$ cat src/rtl/sop2_align_pipe_pkg.sv
// Shared constants and width helpers for the sop2_align_pipe sum-of-products engine.
package sop2_pkg;

    localparam int ACC_GUARD = 8;

    function automatic int sop_max(input int x, input int y);
        return (x > y) ? x : y;
    endfunction

    function automatic int sop_absdiff(input int x, input int y);
        return (x > y) ? (x - y) : (y - x);
    endfunction

    function automatic int sop_prod_w(input int w);
        return 2 * w;
    endfunction

    // One extra bit over a product so the two-term sum can never overflow.
    function automatic int sop_sum_w(input int w);
        return 2 * w + 1;
    endfunction

    function automatic int sop_acc_w(input int w);
        return 2 * w + 1 + ACC_GUARD;
    endfunction

endpackage

$ cat src/rtl/sop2_align_pipe_if.sv
// Operand/result bus of sop2_align_pipe; accumulator signals exist only with SOP2_ACCUM_EN.
interface sop2_align_pipe_if #(
    parameter int W = 8
);
    import sop2_pkg::*;

    logic                      in_valid;
    logic [W-1:0]              a;
    logic [W-1:0]              b;
    logic [W-1:0]              c;
    logic [W-1:0]              d;
    logic                      out_valid;
    logic [sop_sum_w(W)-1:0]   s;
    logic                      busy;
`ifdef SOP2_ACCUM_EN
    logic                      acc_first;
    logic [sop_acc_w(W)-1:0]   acc;
    logic                      acc_valid;

    modport master (output in_valid, a, b, c, d, acc_first,
                    input  out_valid, s, busy, acc, acc_valid);
    modport slave  (input  in_valid, a, b, c, d, acc_first,
                    output out_valid, s, busy, acc, acc_valid);
`else
    modport master (output in_valid, a, b, c, d,
                    input  out_valid, s, busy);
    modport slave  (input  in_valid, a, b, c, d,
                    output out_valid, s, busy);
`endif

endinterface

$ cat src/rtl/sop2_align_pipe_delay.sv
// Reset-cleared shift register of DEPTH stages; DEPTH = 0 collapses to a plain wire.
module pipe_delay_line #(
    parameter int WIDTH = 1,
    parameter int DEPTH = 1
) (
    input  logic             clk,
    input  logic             rst_n,
    input  logic [WIDTH-1:0] din,
    output logic [WIDTH-1:0] dout
);

    generate
        if (DEPTH == 0) begin : g_wire
            wire unused_clk_rst = &{1'b0, clk, rst_n};
            assign dout = din;
        end else begin : g_shift
            logic [WIDTH-1:0] stage [DEPTH];

            // NOTE: every stage is cleared on reset (not just the head), so no stale
            // data can leak out after a mid-stream reset; this stops RAM inference on purpose.
            always_ff @(posedge clk or negedge rst_n) begin
                if (!rst_n) begin
                    for (int i = 0; i < DEPTH; i++) stage[i] <= '0;
                end else begin
                    // NOTE: non-blocking assignments let every stage read its
                    // predecessor's old value, giving a true shift regardless of order.
                    stage[0] <= din;
                    for (int i = 1; i < DEPTH; i++) stage[i] <= stage[i-1];
                end
            end

            assign dout = stage[DEPTH-1];
        end
    endgenerate

endmodule

$ cat src/rtl/sop2_align_pipe.sv
// Two-term sum of products s = a*b + c*d with per-path latency and internal alignment.
// Optional running accumulator of s is enabled by defining SOP2_ACCUM_EN.
module sop2_align_pipe
    import sop2_pkg::*;
#(
    parameter int W      = 8,
    parameter int LAT_AB = 3,
    parameter int LAT_CD = 9,
    parameter int SIGNED = 0
) (
    input  logic                clk,
    input  logic                rst_n,
    sop2_align_pipe_if.slave    bus
);

    localparam int PW     = sop_prod_w(W);
    localparam int SW     = sop_sum_w(W);
    localparam int L      = sop_max(LAT_AB, LAT_CD);
    localparam int ALN_AB = (LAT_AB < LAT_CD) ? sop_absdiff(LAT_AB, LAT_CD) : 0;
    localparam int ALN_CD = (LAT_CD < LAT_AB) ? sop_absdiff(LAT_AB, LAT_CD) : 0;

    logic [PW-1:0] p_ab, p_cd;
    logic [PW-1:0] pipe_ab, pipe_cd;
    logic [PW-1:0] al_ab, al_cd;
    logic [SW-1:0] ext_ab, ext_cd, sum_next;
    logic [SW-1:0] s_q;
    logic [L:0]    valid_pipe;

    // Operands are widened to the product width first so the low 2W bits are exact.
    generate
        if (SIGNED != 0) begin : g_smul
            assign p_ab = $signed({{W{bus.a[W-1]}}, bus.a}) * $signed({{W{bus.b[W-1]}}, bus.b});
            assign p_cd = $signed({{W{bus.c[W-1]}}, bus.c}) * $signed({{W{bus.d[W-1]}}, bus.d});
            assign ext_ab = {al_ab[PW-1], al_ab};
            assign ext_cd = {al_cd[PW-1], al_cd};
        end else begin : g_umul
            assign p_ab = {{W{1'b0}}, bus.a} * {{W{1'b0}}, bus.b};
            assign p_cd = {{W{1'b0}}, bus.c} * {{W{1'b0}}, bus.d};
            assign ext_ab = {1'b0, al_ab};
            assign ext_cd = {1'b0, al_cd};
        end
    endgenerate

    // First stage of each path is the product register; the rest is padding.
    pipe_delay_line #(.WIDTH(PW), .DEPTH(LAT_AB)) u_stage_ab (
        .clk(clk), .rst_n(rst_n), .din(p_ab), .dout(pipe_ab)
    );
    pipe_delay_line #(.WIDTH(PW), .DEPTH(LAT_CD)) u_stage_cd (
        .clk(clk), .rst_n(rst_n), .din(p_cd), .dout(pipe_cd)
    );

    // Only the faster path gets a non-zero alignment depth.
    pipe_delay_line #(.WIDTH(PW), .DEPTH(ALN_AB)) u_align_ab (
        .clk(clk), .rst_n(rst_n), .din(pipe_ab), .dout(al_ab)
    );
    pipe_delay_line #(.WIDTH(PW), .DEPTH(ALN_CD)) u_align_cd (
        .clk(clk), .rst_n(rst_n), .din(pipe_cd), .dout(al_cd)
    );

    assign sum_next = ext_ab + ext_cd;

    // valid_pipe[k] tracks the beat sitting in data stage k+1; bit L is the sum register.
    always_ff @(posedge clk or negedge rst_n) begin
        if (!rst_n) begin
            valid_pipe <= '0;
            s_q        <= '0;
        end else begin
            valid_pipe <= {valid_pipe[L-1:0], bus.in_valid};
            if (valid_pipe[L-1]) s_q <= sum_next;
        end
    end

    assign bus.s         = s_q;
    assign bus.out_valid = valid_pipe[L];
    assign bus.busy      = |valid_pipe;

`ifdef SOP2_ACCUM_EN
    localparam int AW = sop_acc_w(W);

    logic          first_al;
    logic [AW-1:0] ext_sum;
    logic [AW-1:0] acc_q;

    // acc_first rides L stages so it meets its own sum at the sum register.
    pipe_delay_line #(.WIDTH(1), .DEPTH(L)) u_first_pipe (
        .clk(clk), .rst_n(rst_n), .din(bus.acc_first), .dout(first_al)
    );

    generate
        if (SIGNED != 0) begin : g_sacc
            assign ext_sum = {{ACC_GUARD{sum_next[SW-1]}}, sum_next};
        end else begin : g_uacc
            assign ext_sum = {{ACC_GUARD{1'b0}}, sum_next};
        end
    endgenerate

    always_ff @(posedge clk or negedge rst_n) begin
        if (!rst_n) begin
            acc_q <= '0;
        end else if (valid_pipe[L-1]) begin
            acc_q <= first_al ? ext_sum : acc_q + ext_sum;
        end
    end

    assign bus.acc       = acc_q;
    assign bus.acc_valid = valid_pipe[L];
`endif

endmodule
$ cat src/flat_wrapper.sv
// flat-port wrapper written by rule: the top's interface ports become plain ports
module sop2_align_pipe_flat import sop2_pkg::*;
#(
    parameter int W      = 8,
    parameter int LAT_AB = 3,
    parameter int LAT_CD = 9,
    parameter int SIGNED = 0
)
  (clk, rst_n, bus_in_valid, bus_a, bus_b, bus_c, bus_d, bus_out_valid, bus_s, bus_busy);
  sop2_align_pipe_if #(.W(W)) bus_i ();
  input  logic clk;
  input  logic rst_n;
  input wire logic [$bits(bus_i.in_valid)-1:0] bus_in_valid;
  input wire logic [$bits(bus_i.a)-1:0] bus_a;
  input wire logic [$bits(bus_i.b)-1:0] bus_b;
  input wire logic [$bits(bus_i.c)-1:0] bus_c;
  input wire logic [$bits(bus_i.d)-1:0] bus_d;
  output wire logic [$bits(bus_i.out_valid)-1:0] bus_out_valid;
  output wire logic [$bits(bus_i.s)-1:0] bus_s;
  output wire logic [$bits(bus_i.busy)-1:0] bus_busy;
  assign bus_i.in_valid = bus_in_valid;
  assign bus_i.a = bus_a;
  assign bus_i.b = bus_b;
  assign bus_i.c = bus_c;
  assign bus_i.d = bus_d;
  assign bus_out_valid = bus_i.out_valid;
  assign bus_s = bus_i.s;
  assign bus_busy = bus_i.busy;
  sop2_align_pipe #(.W(W), .LAT_AB(LAT_AB), .LAT_CD(LAT_CD), .SIGNED(SIGNED)) u_core (.clk(clk), .rst_n(rst_n), .bus(bus_i));
endmodule
$ cat config.mk
export PLATFORM = sky130hd
export DESIGN_NAME = sop2_align_pipe_flat
export DESIGN_NICKNAME = d
export VERILOG_FILES = /design/src/rtl/sop2_align_pipe_pkg.sv /design/src/rtl/sop2_align_pipe_if.sv /design/src/rtl/sop2_align_pipe_delay.sv /design/src/rtl/sop2_align_pipe.sv /design/src/flat_wrapper.sv
export SDC_FILE = /design/constraint.sdc
export NUM_CORES = 1
export LEC_CHECK = 0
export ABC_CLOCK_PERIOD_IN_PS = 6300
export BUFFER_PORTS_ARGS = -buffer_cell sky130_fd_sc_hd__buf_2
export CORE_MARGIN = 2
export CORE_UTILIZATION = 40
export DETAILED_ROUTE_END_ITERATION = 10
export PLACE_DENSITY = 0.58
export SLEW_MARGIN = 25
export SYNTH_ARGS = -nofsm -noshare
export SYNTH_HDL_FRONTEND = slang
export SYNTH_HIERARCHICAL = 1
export SYNTH_SLANG_ARGS = --single-unit
$ cat constraint.sdc
create_clock -name clk -period 6.3 [get_ports clk]
set_input_delay 0 -clock clk [delete_from_list [all_inputs] [get_ports clk]]
set_output_delay 0 -clock clk [all_outputs]
set_load 0.005 [all_outputs]
; After elaboration in Yosys (flattened, before gate mapping)
; Cells that the tools add are included.
[totals]
register_bits = 315
in_bits = 35
output_inout_bits = 19
word_cells = 24
[op_classes]
n_addsub = 1
mul = 2
n_reduce_logical = 1
[ops]
columns = op, n
row1 = 8-bit by 8-bit multiplier with 16-bit output, 2
row2 = 16-bit by 16-bit adder with 17-bit output, 1
row3 = 10-bit OR reduction, 1

; Depth between registers and ports, before layout
; Gate-level depths: netlist of the first run.
[depth]
ltp_word = 1
depth_mapped = 15
ltp_nobuf = 15

; Hierarchy
; Netlist of the first run, hierarchy kept.
[modules_own_cells]
columns = mod, instances, cells_each, area_per_inst_um2, seq_area_each_um2
row1 = sop2_align_pipe, 1, 697, 6075.8, 675.6
row2 = pipe_delay_line (u_core.u_stage_cd), 1, 160, 3723.6, 3603.5
row3 = pipe_delay_line (u_core.u_align_ab), 1, 112, 2522.4, 2402.3
row4 = pipe_delay_line (u_core.u_stage_ab), 1, 64, 1321.3, 1201.2
row5 = pipe_delay_line (u_core.u_align_cd), 1, 16, 120.1, 0.0

; Worst setup path before layout of the first run
; Ideal clock, no wire load.
[synth_timing]
path_kind = input to register
from = input port bus_b[7]
to = register u_core/u_stage_ab/g_shift.stage[45] (netlist bit)
setup_ps = 69
arrival_ps = 3658
t_required_ps = 6231
setup_slack_ps = 2573
path_stages = 13
n_path_buf = 0
cell_sequence = and2_1 -> fa_1 -> fa_1 -> fa_1 -> inv_1 -> fa_1 -> inv_1 -> ha_1 -> o21a_1 -> o21a_1 -> o21a_1 -> or4b_1 -> nand3_1
[synth_via]
elab_chain_cells = 1
[synth_lines]
columns = item, line
row1 = start: declaration, flat_wrapper.sv:15  ; input wire logic [$bits(bus_i.b)-1:0] bus_b;
row2 = 8-bit by 8-bit multiplier with 16-bit output, sop2_align_pipe.sv:37  ; assign p_ab = {{W{1'b0}}, bus.a} * {{W{1'b0}}, bus.b};
row3 = via u_core.p_ab[13], sop2_align_pipe.sv:22  ; logic [PW-1:0] p_ab, p_cd;
row4 = end: declaration, sop2_align_pipe_delay.sv:17  ; logic [WIDTH-1:0] stage [DEPTH];
; The timed path passes the listed nets, and every way through them passes these cells.
; A chain may end at the register's enable or synchronous reset.

; Worst setup path in the final report of the first run
[layout_timing]
from = input port bus_a[0]
to = register u_core/u_stage_ab/g_shift.stage[45] (netlist bit)
[layout_via]
elab_chain_cells = 1
[layout_lines]
columns = item, line
row1 = start: declaration, flat_wrapper.sv:14  ; input wire logic [$bits(bus_i.a)-1:0] bus_a;
row2 = 8-bit by 8-bit multiplier with 16-bit output, sop2_align_pipe.sv:37
row3 = via u_core.p_ab[13], sop2_align_pipe.sv:22
; The timed path passes the listed nets, and every way through them passes these cells.

==> metrics.md, run 1 <==
| Metric | Value |
|---|---|
| Status | `finished, final reports clean` |
| Most frequent cells in the layout | `dfrtp_1 (315), inv_1 (109), and2_1 (90), ha_1 (88), fa_1 (73)` |
| Core Area | `33,700 sq um` |
| CP arrival | `4420 ps` |
| Commonest non-fill, non-tap cell in the layout | `dfrtp_1` |
| #FFs+latches synth | `315` |
| F_max | `253 MHz` |
| CP Class | `input pin to flop` |
| Synth Instances | `1,049` |
| Post-DP HPWL | `13,700 um` |
| Ports | `54` |
| Initial antenna violation count | `0` |
| Remaining DRCs | `0` |
| Critical Path Sink Type | `flop` |
| CTS tree | `yes` |
| Clock Tree Buf Depth | `3` |
| Max_cap viols | `0` |
| Sequential area share after synthesis | `57.3%` |
| Slew headroom | `44.4%` |
| Ys flop type | `dfrtp_1` |
| TNS Setup | `0 ps` |
| Fin crit share | `62.8%` |
| Area leader, netlist | `dfrtp_1` |
| Synth area leaders | `dfrtp_1 (57%), fa_1 (11%), ha_1 (8.0%), and2_1 (4.1%), buf_4 (3.5%)` |
| Total gr overflow | `0` |
| First drt pass iteration count | `4` |
| Die H | `189 um` |
| CP Max Fanout | `8` |
| Net count reported at finish | `1,269` |
| Chip width | `189 um` |
| RSZ-0062 raised after global routing | `no` |
| Post-detailed-routing wire length | `20,000 um` |
| First-pass GRT wire length | `35,300 um` |
| Routed Antenna Nets | `0` |
| Total Power | `6810 uW` |
| CP Launch Type | `input pin` |
| Leak pwr | `0.00741 uW` |
| Total die area | `35,900 sq um` |
| Placed cell count | `1,477` |
| Fraction of registers with async set/reset | `100%` |
| Max VDD drop | `0.254 mV` |
| Number of cell rows | `67` |
| Later-pin clock latency in the skew report | `530 ps` |
| Slew Viols, Final | `0` |
| Largest net degree at the start of global routing | `127` |
| H-tree levels | `1` |
| Number of flops mapped to enable cells by yosys | `0` |
| IO buf count | `53` |
| P&R area growth vs syn | `11.4%` |
| Final Setup Violations | `0` |
| Area share of the largest cell type after synthesis | `57.3%` |
| Pwr per Cell Area | `444 nW/um^2` |
| GRT Resource Usage Total | `11.7%` |
| WHS | `73.9 ps` |
| Clock root cell | `clkbuf_16` |
| Via count | `7,020` |
| Gpl congestion | `0.813` |
| FILL cells | `3,085` |
| Starting Density | `40.8%` |
| Syn_nets | `1,245` |
| Clk slew on worst S/H paths | `60 ps` |
| Vias in the first global route | `7,401` |
| N_diodes | `0` |
| Inserted Clock Buffers | `30` |
| Hold Violations, Final | `0` |
| Vias per cell | `4.54` |
| CTS Sinks | `315` |
| Clk_skew | `11.6 ps` |
| Mapped Area | `13,800 sq um` |
| Drt initial violations | `354` |
| Synth cell types | `55` |
| Tmin final | `3960 ps` |
| Syn. warnings | `6` |
| WL/cell | `13.0 um` |
| Worst Tran Pin Value | `834 ps` |
| Worst Hold Class | `input pin to flop` |
| Fraction of layout cells with a size suffix above 1 | `11.2%` |
| Finished Layout Cells | `1,545` |
| Critical Path RT | `6760 ps` |
| Syn Area/Cell | `13.1 sq um` |
[layout make-up]
type / count / area [sq um] / share of cell area [%]
Clock buffer: 37 / 838 / 5.47
Timing Repair Buffer: 68 / 440 / 2.87
Inverter: 109 / 409 / 2.67
Sequential cell: 315 / 7880 / 51.4
Clock inverter: 19 / 253 / 1.65
Tap cell: 448 / 561 / 3.66
Multi-Input combinational cell: 549 / 4940 / 32.3
[logic make-up after synthesis]
kind of cell	Yosys count	share of synthesized area, %
XOR/XNOR	22	1.40
flip-flops	315	57.3
buffers and inverters	185	6.80
AND/OR/NAND/NOR	236	9.23
AO/OA/AOI/OAI	124	6.19
adder cells (fa/ha/maj)	161	18.6
multiplexers	6	0.491
[through the flow]
stage               utilization (%)  worst slack [ps]  cell area [sq um]
CTS                            45.4              2340              15300
global route                   45.5              2120              15300
global placement               41.9              2300              14100
finish                         45.5              2340              15300
floorplan                         -              2570              13800
detailed placement             41.9              2250              14100
[synthesized netlist by cell type, drive strengths merged (9+ instances only)]
master  number
nor2        16
buf         66
a21oi       28
nor3        18
o21a        15
a21o        14
ha          88
inv        109
nand3        9
dfrtp      315
clkbuf      10
xnor2       15
o21ai       19
nand2       62
fa          73
and2        91
[where the power goes]
part           internal [uW]  total [uW]  switching, uW  leakage [uW]
Sequential              2800        3010            214       0.00375
Clock                   1160        1890            735      0.000532
Combinational            834        1900           1070       0.00312
[repair_timing]
| action | in CTS | in global routing |
|---|---|---|
| buffers inserted | 0 | 0 |
| endpoints found under the setup margin | 0 | 0 |
| resized for setup | 0 | 0 |
| hold endpoints to repair | 118 | 0 |
| hold buffers | 11 | 0 |
[final timing paths]
| kind | start | end | slack (ps) | depth (start not counted) |
|---|---|---|---|---|
| setup reg to reg | u_core/u_align_ab/dout[12] | u_core/bus.s[14] | 4040 | 6 |
| max in group asynchronous | rst_n | u_core/u_stage_cd/g_shift.stage[52] | 4940 | 4 |
| hold / removal | bus_b[2] | u_core/u_stage_ab/g_shift.stage[34] | 70 | 4 |
| min in group asynchronous | rst_n | u_core/u_align_ab/dout[1] | 90 | 2 |
| hold reg to reg | u_core/u_stage_ab/dout[11] | u_core/u_align_ab/g_shift.stage[91] | 340 | 0 |
| setup / recovery | bus_a[0] | u_core/u_stage_ab/g_shift.stage[45] | 2340 | 15 |
[per-layer routing]
metal  wire length [um]  track usage [%]  up-vias  part of all wire, %
li1                   -                -     3419                    -
met1               9480             16.0     3476                   47
met2               9570             20.0      102                   48
met3                705             1.82       23                  3.5
met4                266             2.56        0                  1.3
met5                  0                0        -                    0
[worst max-delay path, stage by stage]
cell and delay (ps):
dlygate4sd3_1 520, buf_2 160, nand2_1 90, fa_1 520, fa_1 540, inv_1 60
fa_1 520, inv_1 50, fa_1 530, inv_1 40, ha_1 210, or3_1 390
o21a_1 230, or4b_1 470, nand3_1 100
[state kept, by name, summed over array words and instances (netlist names)]
signal	flops
u_core/u_stage_ab/g_shift.stage	32
u_core/valid_pipe	10
u_core/u_align_ab/dout	16
u_core/bus.s	17
u_core/u_stage_cd/g_shift.stage	128
u_core/u_stage_ab/dout	16
u_core/u_stage_cd/dout	16
u_core/u_align_ab/g_shift.stage	80
Note: power is estimated with default switching activity, not from simulation.
==> run 2, diff against run 1 <==
--- a/config.mk
+++ b/config.mk
@@ -5,12 +5,12 @@
 export SDC_FILE = /design/constraint.sdc
 export NUM_CORES = 1
 export LEC_CHECK = 0
-export ABC_CLOCK_PERIOD_IN_PS = 6300
+export ABC_CLOCK_PERIOD_IN_PS = 3300
 export BUFFER_PORTS_ARGS = -buffer_cell sky130_fd_sc_hd__buf_2
 export CORE_MARGIN = 2
 export CORE_UTILIZATION = 40
 export DETAILED_ROUTE_END_ITERATION = 10
-export PLACE_DENSITY = 0.58
+export PLACE_DENSITY = 0.6
 export SLEW_MARGIN = 25
 export SYNTH_ARGS = -nofsm -noshare
 export SYNTH_HDL_FRONTEND = slang
==> constraint.sdc (replaced) <==
create_clock -name clk -period 3.3 [get_ports clk]
set_input_delay 0 -clock clk [delete_from_list [all_inputs] [get_ports clk]]
set_output_delay 0 -clock clk [all_outputs]
set_load 0.005 [all_outputs]
==> metrics.md, run 2 (same netlist as run 1, synthesis figures left out) <==
| Metric | Value |
|---|---|
| Status | `finished, final reports clean` |
| FILL cells | `2,971 (-3.7%)` |
| Largest register by flop count | `u_core/u_stage_cd/g_shift.stage` |
| Most frequent cells in the layout | `dfrtp_1 (315), inv_1 (104), buf_4 (92), and2_1 (86), ha_1 (80)` |
| Tmin final | `3250 ps` |
| Seq pwr share | `42.6% (-1.6 points)` |
| Fin crit share | `98.5%` |
| Fraction of layout cells with a size suffix above 1 | `20.2% (+8.9 points)` |
| Final Setup Violations | `0 (unchanged)` |
| Clock Tree Buf Depth | `3 (unchanged)` |
| Leak pwr | `0.00785 uW (+6.0%)` |
| CTS Sinks | `315 (unchanged)` |
| F_max | `307 MHz` |
| Clk pwr share | `26.0% (-1.8 points)` |
| Clk_skew | `11.9 ps (+0.251 ps)` |
| First drt pass iteration count | `4 (unchanged)` |
| Largest stage delay on the critical path | `520 ps (-20 ps)` |
| Via count | `7,451 (+6.1%)` |
| P&R area growth vs syn | `17.1%` |
| First-pass GRT wire length | `37,000 um (+4.7%)` |
| Largest registers | `u_core/u_stage_cd/g_shift.stage x128, u_core/u_align_ab/g_shift.stage x80, u_core/u_stage_ab/g_shift.stage x32` |
| CP Class | `input pin to flop` |
| Multi-input logic area | `5060 sq um (+2.4%)` |
| Logic pwr share | `31.4% (+3.5 points)` |
| Slew headroom | `40.2% (-4.2 points)` |
| Ports | `54 (unchanged)` |
| Sw Ratio | `29.6% (-0.041 points)` |
| Starting Density | `40.8% (unchanged)` |
| Net count reported at finish | `1,353 (+6.6%)` |
| Internal power | `9540 uW (+99%)` |
| Largest net degree at the start of global routing | `120 (-5.5%)` |
| Vias per cell | `4.57 (+0.67%)` |
| Critical Path Most Common Cell | `fa_1` |
| Crit path max-delay cell type | `fa_1` |
| RSZ-0062 raised after global routing | `yes` |
| Routed Antenna Nets | `0 (unchanged)` |
| Core Area | `33,700 sq um (unchanged)` |
| Gpl congestion | `0.829 (+1.9%)` |
| Die H | `189 um (unchanged)` |
| Later-pin clock latency in the skew report | `550 ps (+20 ps)` |
| Post-DP HPWL | `15,100 um (+9.7%)` |
| Worst Tran Pin Value | `897 ps (+63.3 ps)` |
| Total Power | `13,600 uW (+99%)` |
| Max VDD drop | `0.522 mV (+110%)` |
| Drt initial violations | `336 (-5.1%)` |
| Post-DP Area | `14,900 sq um (+5.4%)` |
| Initial antenna violation count | `0 (unchanged)` |
| CTS tree | `yes` |
| Number of cell rows | `67 (unchanged)` |
| Total die area | `35,900 sq um (unchanged)` |
| Slew Viols, Final | `0 (unchanged)` |
| GRT Resource Usage Total | `12.5% (+0.72 points)` |
| Cells along the critical path | `buf_2, and2_4, fa_1, fa_1, fa_1, inv_1, fa_1, inv_2, ha_4, or3_1, o22ai_2, a31o_2, or4b_1, o311ai_1` |
| FF+latch area | `7880 sq um (unchanged)` |
| Inserted Clock Buffers | `30 (unchanged)` |
| Post-detailed-routing wire length | `21,200 um (+5.8%)` |
| CP Launch Type | `input pin` |
| Max reg flops | `128 (unchanged)` |
| Critical Path RT | `3740 ps (-3020 ps)` |
| CP top delay family | `adder cells` |
| Total gr overflow | `0 (unchanged)` |
| CP arrival | `3690 ps (-730 ps)` |
| H-tree levels | `1 (unchanged)` |
| Chip width | `189 um (unchanged)` |
| Buffers plus inverters on the worst setup path | `3 (-2)` |
| Hold Violations, Final | `0 (unchanged)` |
| Remaining DRCs | `0 (unchanged)` |
| Commonest non-fill, non-tap cell in the layout | `dfrtp_1` |
| Net switching power | `4010 uW (+99%)` |
| Clk slew on worst S/H paths | `60 ps (about the same)` |
| WL/cell | `13.0 um (+0.36%)` |
| Pwr per Cell Area | `841 nW/um^2 (+89%)` |
| Max_cap viols | `0 (unchanged)` |
| N_diodes | `0 (unchanged)` |
| IO buf count | `53 (unchanged)` |
| Fin area | `16,100 sq um (+5.1%)` |
| Clock root cell | `clkbuf_16` |
| Critical Path Sink Type | `flop` |
| Worst Hold Class | `input pin to flop` |
| CP Max Fanout | `7 (-1)` |
| Vias in the first global route | `7,696 (+4.0%)` |
[run 2: cell type report]
cell class,instances,share of cell area [%]
Clock inverter,13,1.15
Tap cell,448,3.48
Inverter,109,2.54
Sequential cell,315,48.9
Multi-Input combinational cell,549,31.4
Clock buffer,43,5.58
Timing Repair Buffer,152,6.93
[run 2: per-layer routing]
layer	global-route usage, %	vias to the layer above	share of wire (%)
met5	0	-	0
met4	2.92	0	1.5
met3	2.11	24	3.4
met2	21.6	100	50
met1	16.4	3737	45
li1	-	3590	-
[run 2: power by group through the flow]
| stage | Clock, uW | Sequential [uW] | Combinational, uW |
|---|---|---|---|
| floorplan | 0 | 5690 | 3250 |
| global placement | 0 | 5790 | 4140 |
| detailed placement | 0 | 5840 | 4190 |
| CTS | 3650 | 5820 | 4240 |
| global route | 3830 | 5930 | 4850 |
| finish | 3520 | 5780 | 4250 |
[run 2: worst paths after layout]
kind | slack [ps] | to | depth (start not counted) | start
min reg2reg | 340 | u_core/u_stage_ab/dout[5] | 0 | u_core/u_stage_ab/g_shift.stage[21]
max reg2reg | 1090 | u_core/bus.s[14] | 6 | u_core/u_align_ab/dout[12]
min in group asynchronous | 140 | u_core/bus.s[5] | 2 | rst_n
max | 50 | u_core/u_stage_cd/g_shift.stage[141] | 14 | bus_d[2]
min | 30 | u_core/u_stage_cd/g_shift.stage[129] | 3 | bus_d[1]
max in group asynchronous | 2230 | u_core/u_stage_ab/dout[9] | 3 | rst_n
[run 2: what timing repair did]
item,in CTS,in global routing
setup endpoints to repair,0,10
hold buffers,8,0
resized for setup,0,33
endpoints found under the hold margin,120,0
buffers inserted,0,1
[run 2: tightest hold or removal path, cell delays in order]
cell and delay [ps]:
buf_2 160, and2_1 140, ha_1 210
[run 2: through the flow]
step	cells	worst slack (ps)	utilization, %	hold slack, ps	TNS [ps]
global route	1629	-30.3	47.8	30.9	-58.0
detailed placement	1566	-508	44.1	109	-5230
finish	1629	47.9	47.8	32.6	0
global placement	1566	-496	44.1	112	-5140
CTS	1630	27.2	47.6	38.3	0
floorplan	1049	-257	-	-296	-648
